==> config.mk <==
export PLATFORM = sky130hd
export DESIGN_NAME = bp_update_sched
export DESIGN_NICKNAME = d
export VERILOG_FILES = /design/src/rtl/bp_update_sched_pkg.sv /design/src/rtl/bp_update_fifo.sv /design/src/rtl/bp_update_sched.sv
export SDC_FILE = /design/constraint.sdc
export NUM_CORES = 1
export LEC_CHECK = 0
export ABC_AREA = 0
export CAP_MARGIN = 20
export CORE_MARGIN = 3
export CORE_UTILIZATION = 28
export CTS_BUF_LIST = sky130_fd_sc_hd__clkbuf_8 sky130_fd_sc_hd__clkbuf_16
export DETAILED_ROUTE_END_ITERATION = 6
export GPL_TIMING_DRIVEN = 0
export SETUP_SLACK_MARGIN = 0.02
export SLEW_MARGIN = 20
export SYNTH_ARGS = -nofsm -noshare
export SYNTH_HDL_FRONTEND = slang
export SYNTH_SLANG_ARGS = --single-unit
==> constraint.sdc <==
create_clock -name clk_i -period 3.65 [get_ports clk_i]
set_input_delay 0.5475 -clock clk_i [delete_from_list [all_inputs] [get_ports clk_i]]
set_output_delay 0.5475 -clock clk_i [all_outputs]
set_load 0.02 [all_outputs]
==> src/rtl/bp_update_sched_pkg.sv <==
// Shared types and constants for the bimodal branch predictor
// update path.
package bp_update_sched_pkg;

  localparam int BP_XLEN = 64;
  localparam int BP_IDX_LSB = 2;
  localparam int BP_IDX_MSB = 7;
  localparam int BP_IDX_W = BP_IDX_MSB - BP_IDX_LSB + 1;
  localparam int BP_TBL_SIZE = 64;
  localparam logic [1:0] BP_INIT_STATE = 2'b10;

  typedef enum logic {
    SWEEP = 1'b0,
    RUN   = 1'b1
  } state_t;

  typedef struct packed {
    logic [BP_IDX_W-1:0] idx;
    logic [BP_XLEN-1:0]  target;
    logic                taken;
  } bp_update_t;

endpackage

==> src/rtl/bp_update_fifo.sv <==
// Small synchronous FIFO with synchronous clear; push is ignored
// when full and pop when empty, so callers may gate loosely.
module bp_update_fifo #(
  parameter int W     = 8,
  parameter int DEPTH = 4
) (
  input  logic                       clk,
  input  logic                       rst,
  input  logic                       clr,
  input  logic                       push,
  input  logic                       pop,
  input  logic [W-1:0]               din,
  output logic [W-1:0]               dout,
  output logic                       full,
  output logic                       empty,
  output logic [$clog2(DEPTH):0]     count
);

  localparam int AW = $clog2(DEPTH);
  localparam int CW = AW + 1;

  logic [W-1:0]  mem [DEPTH];
  logic [AW-1:0] wptr;
  logic [AW-1:0] rptr;
  logic          push_ok;
  logic          pop_ok;

  assign full    = (count == CW'(DEPTH));
  assign empty   = (count == '0);
  assign push_ok = push & ~full;
  assign pop_ok  = pop & ~empty;
  assign dout    = mem[rptr];

  always_ff @(posedge clk) begin
    if (push_ok && !rst && !clr) begin
      mem[wptr] <= din;
    end
  end

  always_ff @(posedge clk) begin
    if (rst || clr) begin
      wptr  <= '0;
      rptr  <= '0;
      count <= '0;
    end else begin
      if (push_ok) begin
        wptr <= wptr + AW'(1);
      end
      if (pop_ok) begin
        rptr <= rptr + AW'(1);
      end
      unique case ({push_ok, pop_ok})
        2'b10:   count <= count + CW'(1);
        2'b01:   count <= count - CW'(1);
        default: count <= count;
      endcase
    end
  end

endmodule

==> src/rtl/bp_update_sched.sv <==
// Predictor write scheduler: sweeps the tables after reset/flush,
// then drains queued branch updates one write per cycle.
module bp_update_sched
  import bp_update_sched_pkg::*;
#(
  parameter int         XLEN       = BP_XLEN,
  parameter int         IDX_W      = BP_IDX_W,
  parameter int         DEPTH      = 4,
  parameter logic [1:0] INIT_STATE = BP_INIT_STATE
) (
  input  logic             clk_i,
  input  logic             rst_i,
  input  logic             flush_i,
  input  logic             ex_valid_i,
  input  logic [XLEN-1:0]  ex_pc_i,
  input  logic [XLEN-1:0]  ex_target_i,
  input  logic             ex_taken_i,
  output logic             cmd_valid_o,
  output logic             cmd_init_o,
  output logic [IDX_W-1:0] cmd_idx_o,
  output logic             cmd_taken_o,
  output logic [XLEN-1:0]  cmd_target_o,
  output logic             pred_en_o,
  output logic             busy_o,
  output logic [15:0]      drop_cnt_o
);

  localparam int CW = $clog2(DEPTH) + 1;
  localparam int FW = IDX_W + XLEN + 1;
  localparam logic [IDX_W-1:0] LAST = '1;

  if (DEPTH < 2 || (DEPTH & (DEPTH - 1)) != 0) begin : g_bad_depth
    $error("bp_update_sched: DEPTH must be a power of two >= 2");
  end
  if ($bits(INIT_STATE) != 2) begin : g_bad_init
    $error("bp_update_sched: INIT_STATE must be 2 bits");
  end

  state_t           state;
  logic [IDX_W-1:0] sweep_idx;
  logic [15:0]      drop_cnt;
  logic             fifo_full;
  logic             fifo_empty;
  logic [CW-1:0]    fifo_count;
  logic [FW-1:0]    fifo_din;
  logic [FW-1:0]    fifo_dout;
  logic             push;
  logic             pop;
  logic             unused;

  // Flush-cycle enqueues are discarded, never counted as drops.
  assign push = ex_valid_i & ~fifo_full & ~flush_i;
  assign pop  = (state == RUN) & ~fifo_empty;

  assign fifo_din = {ex_pc_i[IDX_W+1:2], ex_target_i, ex_taken_i};

  bp_update_fifo #(
    .W     (FW),
    .DEPTH (DEPTH)
  ) u_fifo (
    .clk   (clk_i),
    .rst   (rst_i),
    .clr   (flush_i),
    .push  (push),
    .pop   (pop),
    .din   (fifo_din),
    .dout  (fifo_dout),
    .full  (fifo_full),
    .empty (fifo_empty),
    .count (fifo_count)
  );

  always_ff @(posedge clk_i) begin
    if (rst_i) begin
      state     <= SWEEP;
      sweep_idx <= '0;
    end else if (flush_i) begin
      state     <= SWEEP;
      sweep_idx <= '0;
    end else begin
      unique case (state)
        SWEEP: begin
          sweep_idx <= sweep_idx + IDX_W'(1);
          if (sweep_idx == LAST) begin
            state     <= RUN;
            sweep_idx <= '0;
          end
        end
        RUN: begin
          sweep_idx <= '0;
        end
        default: begin
          state     <= SWEEP;
          sweep_idx <= '0;
        end
      endcase
    end
  end

  always_ff @(posedge clk_i) begin
    if (rst_i) begin
      drop_cnt <= '0;
    end else if (!flush_i && ex_valid_i && fifo_full
                 && drop_cnt != 16'hFFFF) begin
      drop_cnt <= drop_cnt + 16'd1;
    end
  end

  assign cmd_init_o   = (state == SWEEP);
  assign cmd_valid_o  = (state == SWEEP) | pop;
  assign cmd_idx_o    = (state == SWEEP) ? sweep_idx
                                         : fifo_dout[FW-1 -: IDX_W];
  assign cmd_target_o = fifo_dout[XLEN:1];
  assign cmd_taken_o  = fifo_dout[0];
  assign busy_o       = (state == SWEEP);
  assign pred_en_o    = (state == RUN);
  assign drop_cnt_o   = drop_cnt;

  assign unused = ^{ex_pc_i[XLEN-1:IDX_W+2], ex_pc_i[1:0], fifo_count};

endmodule

==> results of run 1 <==
[layer usage]
layer	global-route usage (%)	wire length (microns)
met5	0	13
met4	5.13	882
met3	2.74	1390
met2	18.1	12000
met1	13.9	10500
[worst max-delay path, cell delays in order (launching register included)]
cell	delay, ns
dfxtp_1	0.30
buf_2	0.24
clkdlybuf4s15_2	0.48
clkbuf_2	0.41
mux4_2	0.36
clkdlybuf4s50_1	0.60
[area by class of cell]
class,count,area (sq um)
plain buffers,21,123
clock buffers,37,926
clock inverters,24,206
fillers,3777,25900
inverters,10,37.5
multi-input cells,211,2610
flip-flops and latches,316,9170
well taps,532,666
repair buffers,168,1750
[power groups by stage]
stage	sequential, W	clock [W]	combinational [W]
after floorplan	0.00406	0	0.0000785
after global routing	0.00398	0.00370	0.000271
after global placement	0.00406	0	0.000247
after CTS	0.00398	0.00357	0.000257
final	0.00398	0.00343	0.000252
after detailed placement	0.00406	0	0.000255
[stage by stage]
step / util, % / setup slack, ns
6_report: 37.4 / 0.198
5_1_grt: 37.4 / 0.0201
4_1_cts: 37.4 / 0.0519
3_5_place_dp: 34.6 / 0.104
3_3_place_gp: 34.3 / -2.14
2_1_floorplan: - / 0.162
[registers in the layout, indices dropped and copies added, names as in the netlist, named ones only]
| name | cells |
|---|---|
| pred_en_o | 1 |
| sweep_idx | 6 |
| drop_cnt_o | 16 |
| u_fifo.count | 3 |
| u_fifo.rptr | 2 |
| u_fifo.mem | 284 |
| u_fifo.wptr | 2 |
[worst max-delay path by stage]
stage | start | to | slack, ns | depth (start not counted)
floorplan | ex_valid_i | u_fifo.mem[0][0]$_DFFE_PP_ | 0.16 | 3
global placement | ex_valid_i | u_fifo.mem[0][16]$_DFFE_PP_ | -2.14 | 4
detailed placement | flip-flop | cmd_target_o[44] | 0.10 | 5
global route | flip-flop | cmd_target_o[44] | 0.02 | 5
CTS | flip-flop | cmd_target_o[44] | 0.05 | 5
finish | flip-flop | cmd_target_o[44] | 0.20 | 5
[synth_stat cells, drive strengths merged (6+ instances only)]
| library cell | instances |
|---|---|
| a21oi | 13 |
| nand3 | 9 |
| clkbuf | 9 |
| or4 | 6 |
| mux2 | 9 |
| o21ai | 6 |
| nand2 | 12 |
| and3 | 7 |
| nand4 | 7 |
| edfxtp | 284 |
| nor2 | 20 |
| inv | 10 |
| ha | 7 |
| mux4 | 71 |
| buf | 12 |
| dfxtp | 32 |
[cell families (layout without fill, tap and decap cells)]
family	count (synthesis)	in the layout	synth area share, %
AOI/OAI and AO/OA	30	30	1.55
xor gates and xnor gates	9	9	0.663
adders and majority gates	8	8	0.905
buffers and inverters	31	260	1.13
DFF	316	316	77.1
muxes	81	81	14.4
and+or+nand+nor	83	83	4.24
[what timing repair did]
item | CTS | global route
gates resized for setup | 12 | 0
hold buffers | 0 | 0
setup endpoints to repair | 50 | 0
[cell usage in the layout, fill, tap and decap left out, drive strengths merged, types with 6 or more instances in the layout]
| master | netlist | final |
|---|---|---|
| edfxtp | 284 | 284 |
| clkdlybuf4s50 | 0 | 164 |
| mux4 | 71 | 71 |
| clkbuf | 9 | 46 |
| dfxtp | 32 | 32 |
| nor2 | 20 | 20 |
| inv | 10 | 18 |
| buf | 12 | 15 |
| a21oi | 13 | 13 |
| nand2 | 12 | 12 |
| clkinv | 0 | 10 |
| mux2 | 9 | 9 |
| nand3 | 9 | 9 |
| ha | 7 | 7 |
| nand4 | 7 | 7 |
| and3 | 7 | 7 |
| or4 | 6 | 6 |
| o21ai | 6 | 6 |
==> flow_summary_export.csv, run 1 <==
group,metric,value,unit
outcome,status,"completed",
timing,worst_slew_pin_slew,0.815,ns
clocking,numCtsBuffers,36,
routing,via_per_inst,4.55,
clocking,cts_max_level,2,
die,initial_utilization,28.7,%
logic_synthesis,syn_area_per_cell,21.3,sq um
logic_synthesis,yosysTopAreaCell,"edfxtp_1",
logic_synthesis,syn_area,11900,sq um
setup_path,r2r_end,"u_fifo.count[2]$_SDFFE_PP0P_",
logic_synthesis,yosys-top-cells-area,"edfxtp_1 72%, mux4_2 13%, dfxtp_1 5.4%",
timing,fin_hold_ws,0.479,ns
final_layout,area_delta_synth_final,30.2,%
min_path,holdPathStages,1,
clocking,cts_buffer_depth,3,
logic_synthesis,ys_warn_count,0,
min_path,min_to,"sweep_idx[0]$_SDFF_PP0_",
routing,antenna_left,0,
clocking,cts_tree,"yes",
power_and_ir_drop,p_int,0.00621,W
global_routing,grt_max_degree,43,
timing,rsz0062_at_grt,"false",
final_layout,drive_above_1_share,19.9,%
timing,fmaxAchievable,0.290,GHz
routing,wl_per_cell,18.8,microns
power_and_ir_drop,seq_power_share,51.9,%
global_routing,grt_usage,11.1,%
timing,setup_viol,0,
power_and_ir_drop,power_density,495,nW/um^2
power_and_ir_drop,p_sw,0.00146,W
power_and_ir_drop,p_clk_share,44.8,%
routing,first_pass_iters,4,
logic_synthesis,ys_seq_elements,316,
timing,skew,0.0191,ns
clocking,clock-sinks,316,
placement,io_buffers,164,
setup_path,reg2reg_depth,9,
logic_synthesis,async_flop_share,0,%
power_and_ir_drop,p_leak,4.84,nW
die,core_area,41400,sq um
timing,hold_viol,0,
setup_path,r2r_setup_slack,1.27,ns
logic_synthesis,synth_top_cell_area_share,71.7,%
final_layout,final_nets,905,
routing,drc,0,
logic_synthesis,synth_ff_type,"edfxtp_1",
min_path,min_from,"sweep_idx[0]$_SDFF_PP0_",
power_and_ir_drop,power,0.00767,W
setup_path,cp-end-kind,"primary output",
die,fp.dieH,212,microns
min_path,hold_class,"reg -> reg",
logic_synthesis,ys_types,42,
power_and_ir_drop,p_comb_share,3.3,%
power_and_ir_drop,swShare,19.0,%
routing,drt_iter0_drc,344,
timing,relSlewSlack,45.6,%
logic_synthesis,synth-seq-area-share,77.1,%
global_routing,antenna_found_initial,1,
setup_path,path_max_fanout,10,
logic_synthesis,synth_edf_count,284,
timing,min_period,3.45,ns
timing,finalMaxSlewViolations,0,
clocking,postCtsSetupBuffers,0,
final_layout,finalNonFillerCells,1319,
placement,dp_hpwl,15.6,mm
placement,dp_cells,1258,
die,rows,74,
placement,gpl.final_weighted_congestion,0.791,
clocking,ctsRootBufferMaster,"clkbuf_16",
global_routing,grt_pass1_wl,37.4,mm
routing,vias,5996,
setup_path,required,3.10,ns
setup_path,r2r-start,"u_fifo.count[2]$_SDFFE_PP0P_",
power_and_ir_drop,irDropWorstVdd,0.364,mV
final_layout,final_cell_area,15500,sq um
global_routing,overflow,0,
flow_run,maxCapViolCount,0,
die,die_area,45000,sq um
logic_synthesis,syn_inst,558,
clocking,cts.clk_slew.worst_paths,0.05,ns
global_routing,first_global_vias,6302,
die,die_w,212,microns
timing,tns,0,ns
timing,post-route-period-util,94.6,%
clocking,clock_latency,0.52,ns
die,ioPinCount,224,
routing,drt_wl_total,24.7,mm
logic_synthesis,syn_nets,699,
setup_path,worstPathArrival,2.90,ns
setup_path,worstSetupPathType,"reg -> out",
placement,post_dp_cell_area,14300,sq um
final_layout,diodes,0,
setup_path,cp-start-kind,"flip-flop",
Power figures use the tool's default switching activity.
==> run 2: changes to the inputs <==
CORE_UTILIZATION = 45   (was 28)
PLACE_DENSITY = 0.73   (was unset)
==> run 2 against run 1 <==
Compared with the run above: sequential cell count unchanged; maximum frequency up 1.5%; hold slack worse by 0.0036 ns; combinational power about the same; via count up 1.1%; cell count down 15%.
==> flow_summary_export.csv, run 2 (synthesized netlist as in run 1, its figures left out) <==
group,metric,value,unit
outcome,status,"completed",
timing,setup_viol,0,
timing,worst_slew_pin_slew,0.607,ns
routing,vias,6061,
die,core_area,25500,sq um
timing,relSlewSlack,59.6,%
power_and_ir_drop,p_leak,4.80,nW
global_routing,grt_pass1_wl,37.3,mm
final_layout,area_delta_synth_final,27.1,%
final_layout,fillers,1827,
placement,post_dp_cell_area,14000,sq um
clocking,cts_max_level,2,
timing,fmaxAchievable,0.294,GHz
clocking,cts_buffer_depth,3,
die,die_w,169,microns
timing,fin_ws,0.251,ns
clocking,cts.clk_slew.worst_paths,0.06,ns
clocking,ctsRootBufferMaster,"clkbuf_16",
clocking,postCtsSetupBuffers,0,
placement,gpl.final_weighted_congestion,0.786,
flow_run,maxCapViolCount,0,
power_and_ir_drop,p_sw,0.00147,W
clocking,holdBufCountCts,0,
die,die_area,28400,sq um
routing,drt_iter0_drc,373,
routing,via_per_inst,5.44,
timing,min_period,3.40,ns
setup_path,worstSetupPathType,"reg -> out",
global_routing,grt_use_met3,3.55,%
setup_path,cp-end-kind,"primary output",
die,initial_utilization,46.5,%
power_and_ir_drop,seq_power_share,53.5,%
timing,post-route-period-util,93.1,%
final_layout,final_cell_area,15100,sq um
final_layout,largest_reg_flops,284,
die,rows,58,
global_routing,grt_use_met1,20.7,%
power_and_ir_drop,swShare,19.8,%
timing,finalMaxSlewViolations,0,
placement,dp_hpwl,15.1,mm
setup_path,path_max_fanout,10,
global_routing,grt_busiest_layer,"met2",
routing,drc,0,
routing,first_pass_iters,7,
clocking,cts-resized-gates,5,
min_path,hold_class,"reg -> reg",
timing,rsz0062_at_grt,"false",
setup_path,worstPathArrival,2.85,ns
setup_path,cp-start-kind,"flip-flop",
final_layout,final_common_cell,"edfxtp_1",
routing,wl_per_cell,21.0,microns
final_layout,final_nets,902,
final_layout,drive_above_1_share,19.9,%
timing,skew,0.0141,ns
global_routing,antenna_found_initial,0,
routing,drt_wl_total,23.4,mm
power_and_ir_drop,power_density,492,nW/um^2
global_routing,grt_use_met2,29.8,%
power_and_ir_drop,irDropWorstVdd,0.424,mV
die,fp.dieH,169,microns
clocking,clock-sinks,316,
final_layout,diodes,0,
power_and_ir_drop,p_int,0.00597,W
clocking,clock_latency,0.51,ns
global_routing,grt_usage,16.8,%
setup_path,required,3.10,ns
power_and_ir_drop,p_comb_share,3.4,%
power_and_ir_drop,p_clk_share,43.1,%
routing,antenna_left,0,
global_routing,first_global_vias,6645,
die,ioPinCount,224,
global_routing,grt_max_degree,38,
clocking,cts_tree,"yes",
placement,io_buffers,164,
placement,dpl_worst_slack,0.334,ns
final_layout,largest-register,"u_fifo.mem",
timing,hold_viol,0,
setup_path,r2r_setup_slack,1.21,ns
clocking,numCtsBuffers,34,
final_layout,layout_common_cells,"284 x edfxtp_1, 164 x clkdlybuf4s50_1, 71 x mux4_2",
global_routing,overflow,0,
run 2: final cells by class:
cell class                 instances  area, sq um  share of cell area [%]
clock inverter                    26          209                    1.38
timing repair buffer             168         1720                    11.4
clock buffer                      34          851                    5.63
sequential                       316         9170                    60.7
buffer                            20          106                   0.704
inverter                          10         37.5                   0.248
multi-input combinational        211         2610                    17.2
tap                              330          413                    2.73
run 2: power groups by stage:
| stage | sequential [W] | combinational [W] | clock (W) |
|---|---|---|---|
| after floorplan | 0.00406 | 0.0000785 | 0 |
| after detailed placement | 0.00406 | 0.000251 | 0 |
| after global routing | 0.00398 | 0.000267 | 0.00345 |
| after global placement | 0.00406 | 0.000237 | 0 |
| after CTS | 0.00398 | 0.000253 | 0.00329 |
| final | 0.00398 | 0.000250 | 0.00321 |
run 2: worst paths after layout:
| kind | start | endpoint | cells past startpoint |
|---|---|---|---|
| worst max-delay path | flip-flop | cmd_target_o[38] | 5 |
| worst min-delay path | sweep_idx[0]$_SDFF_PP0_ | sweep_idx[0]$_SDFF_PP0_ | 1 |
| worst max register to register | u_fifo.count[2]$_SDFFE_PP0P_ | u_fifo.count[2]$_SDFFE_PP0P_ | 9 |
| worst min register to register | sweep_idx[0]$_SDFF_PP0_ | sweep_idx[0]$_SDFF_PP0_ | 1 |
run 2: through the flow:
stage / setup TNS (ns) / total power [W] / cells / hold WS [ns] / util, %
detailed placement: 0 / 0.00431 / 1056 / 0.465 / 55.0
CTS: 0 / 0.00753 / 1116 / 0.477 / 59.1
finish: 0 / 0.00744 / 1115 / 0.475 / 59.2
floorplan: 0 / 0.00414 / 558 / 0.428 / -
global placement: -465.07 / 0.00430 / 1052 / 0.441 / 54.6
global route: 0 / 0.00770 / 1115 / 0.506 / 59.2
run 2: critical path: stages, from the launching register on:
cell and delay, ns:
dfxtp_1 0.30, buf_2 0.26, buf_4 0.27, buf_2 0.38
mux4_2 0.57, clkdlybuf4s50_1 0.56
run 2: metal layers:
metal / part of all wire [%] / routed length (microns) / up-vias
met5: 0 / 0 / -
met1: 39 / 9210 / 3130
met2: 53 / 12500 / 179
li1: - / - / 2710
met3: 5.4 / 1270 / 42
met4: 2.1 / 483 / 0
==> run 3: changes to the inputs <==
CAP_MARGIN = unset   (was 20)
SLEW_MARGIN = unset   (was 20)
==> results of run 3 <==
No change in the layout: final DEF, timing and power equal those of run 2.
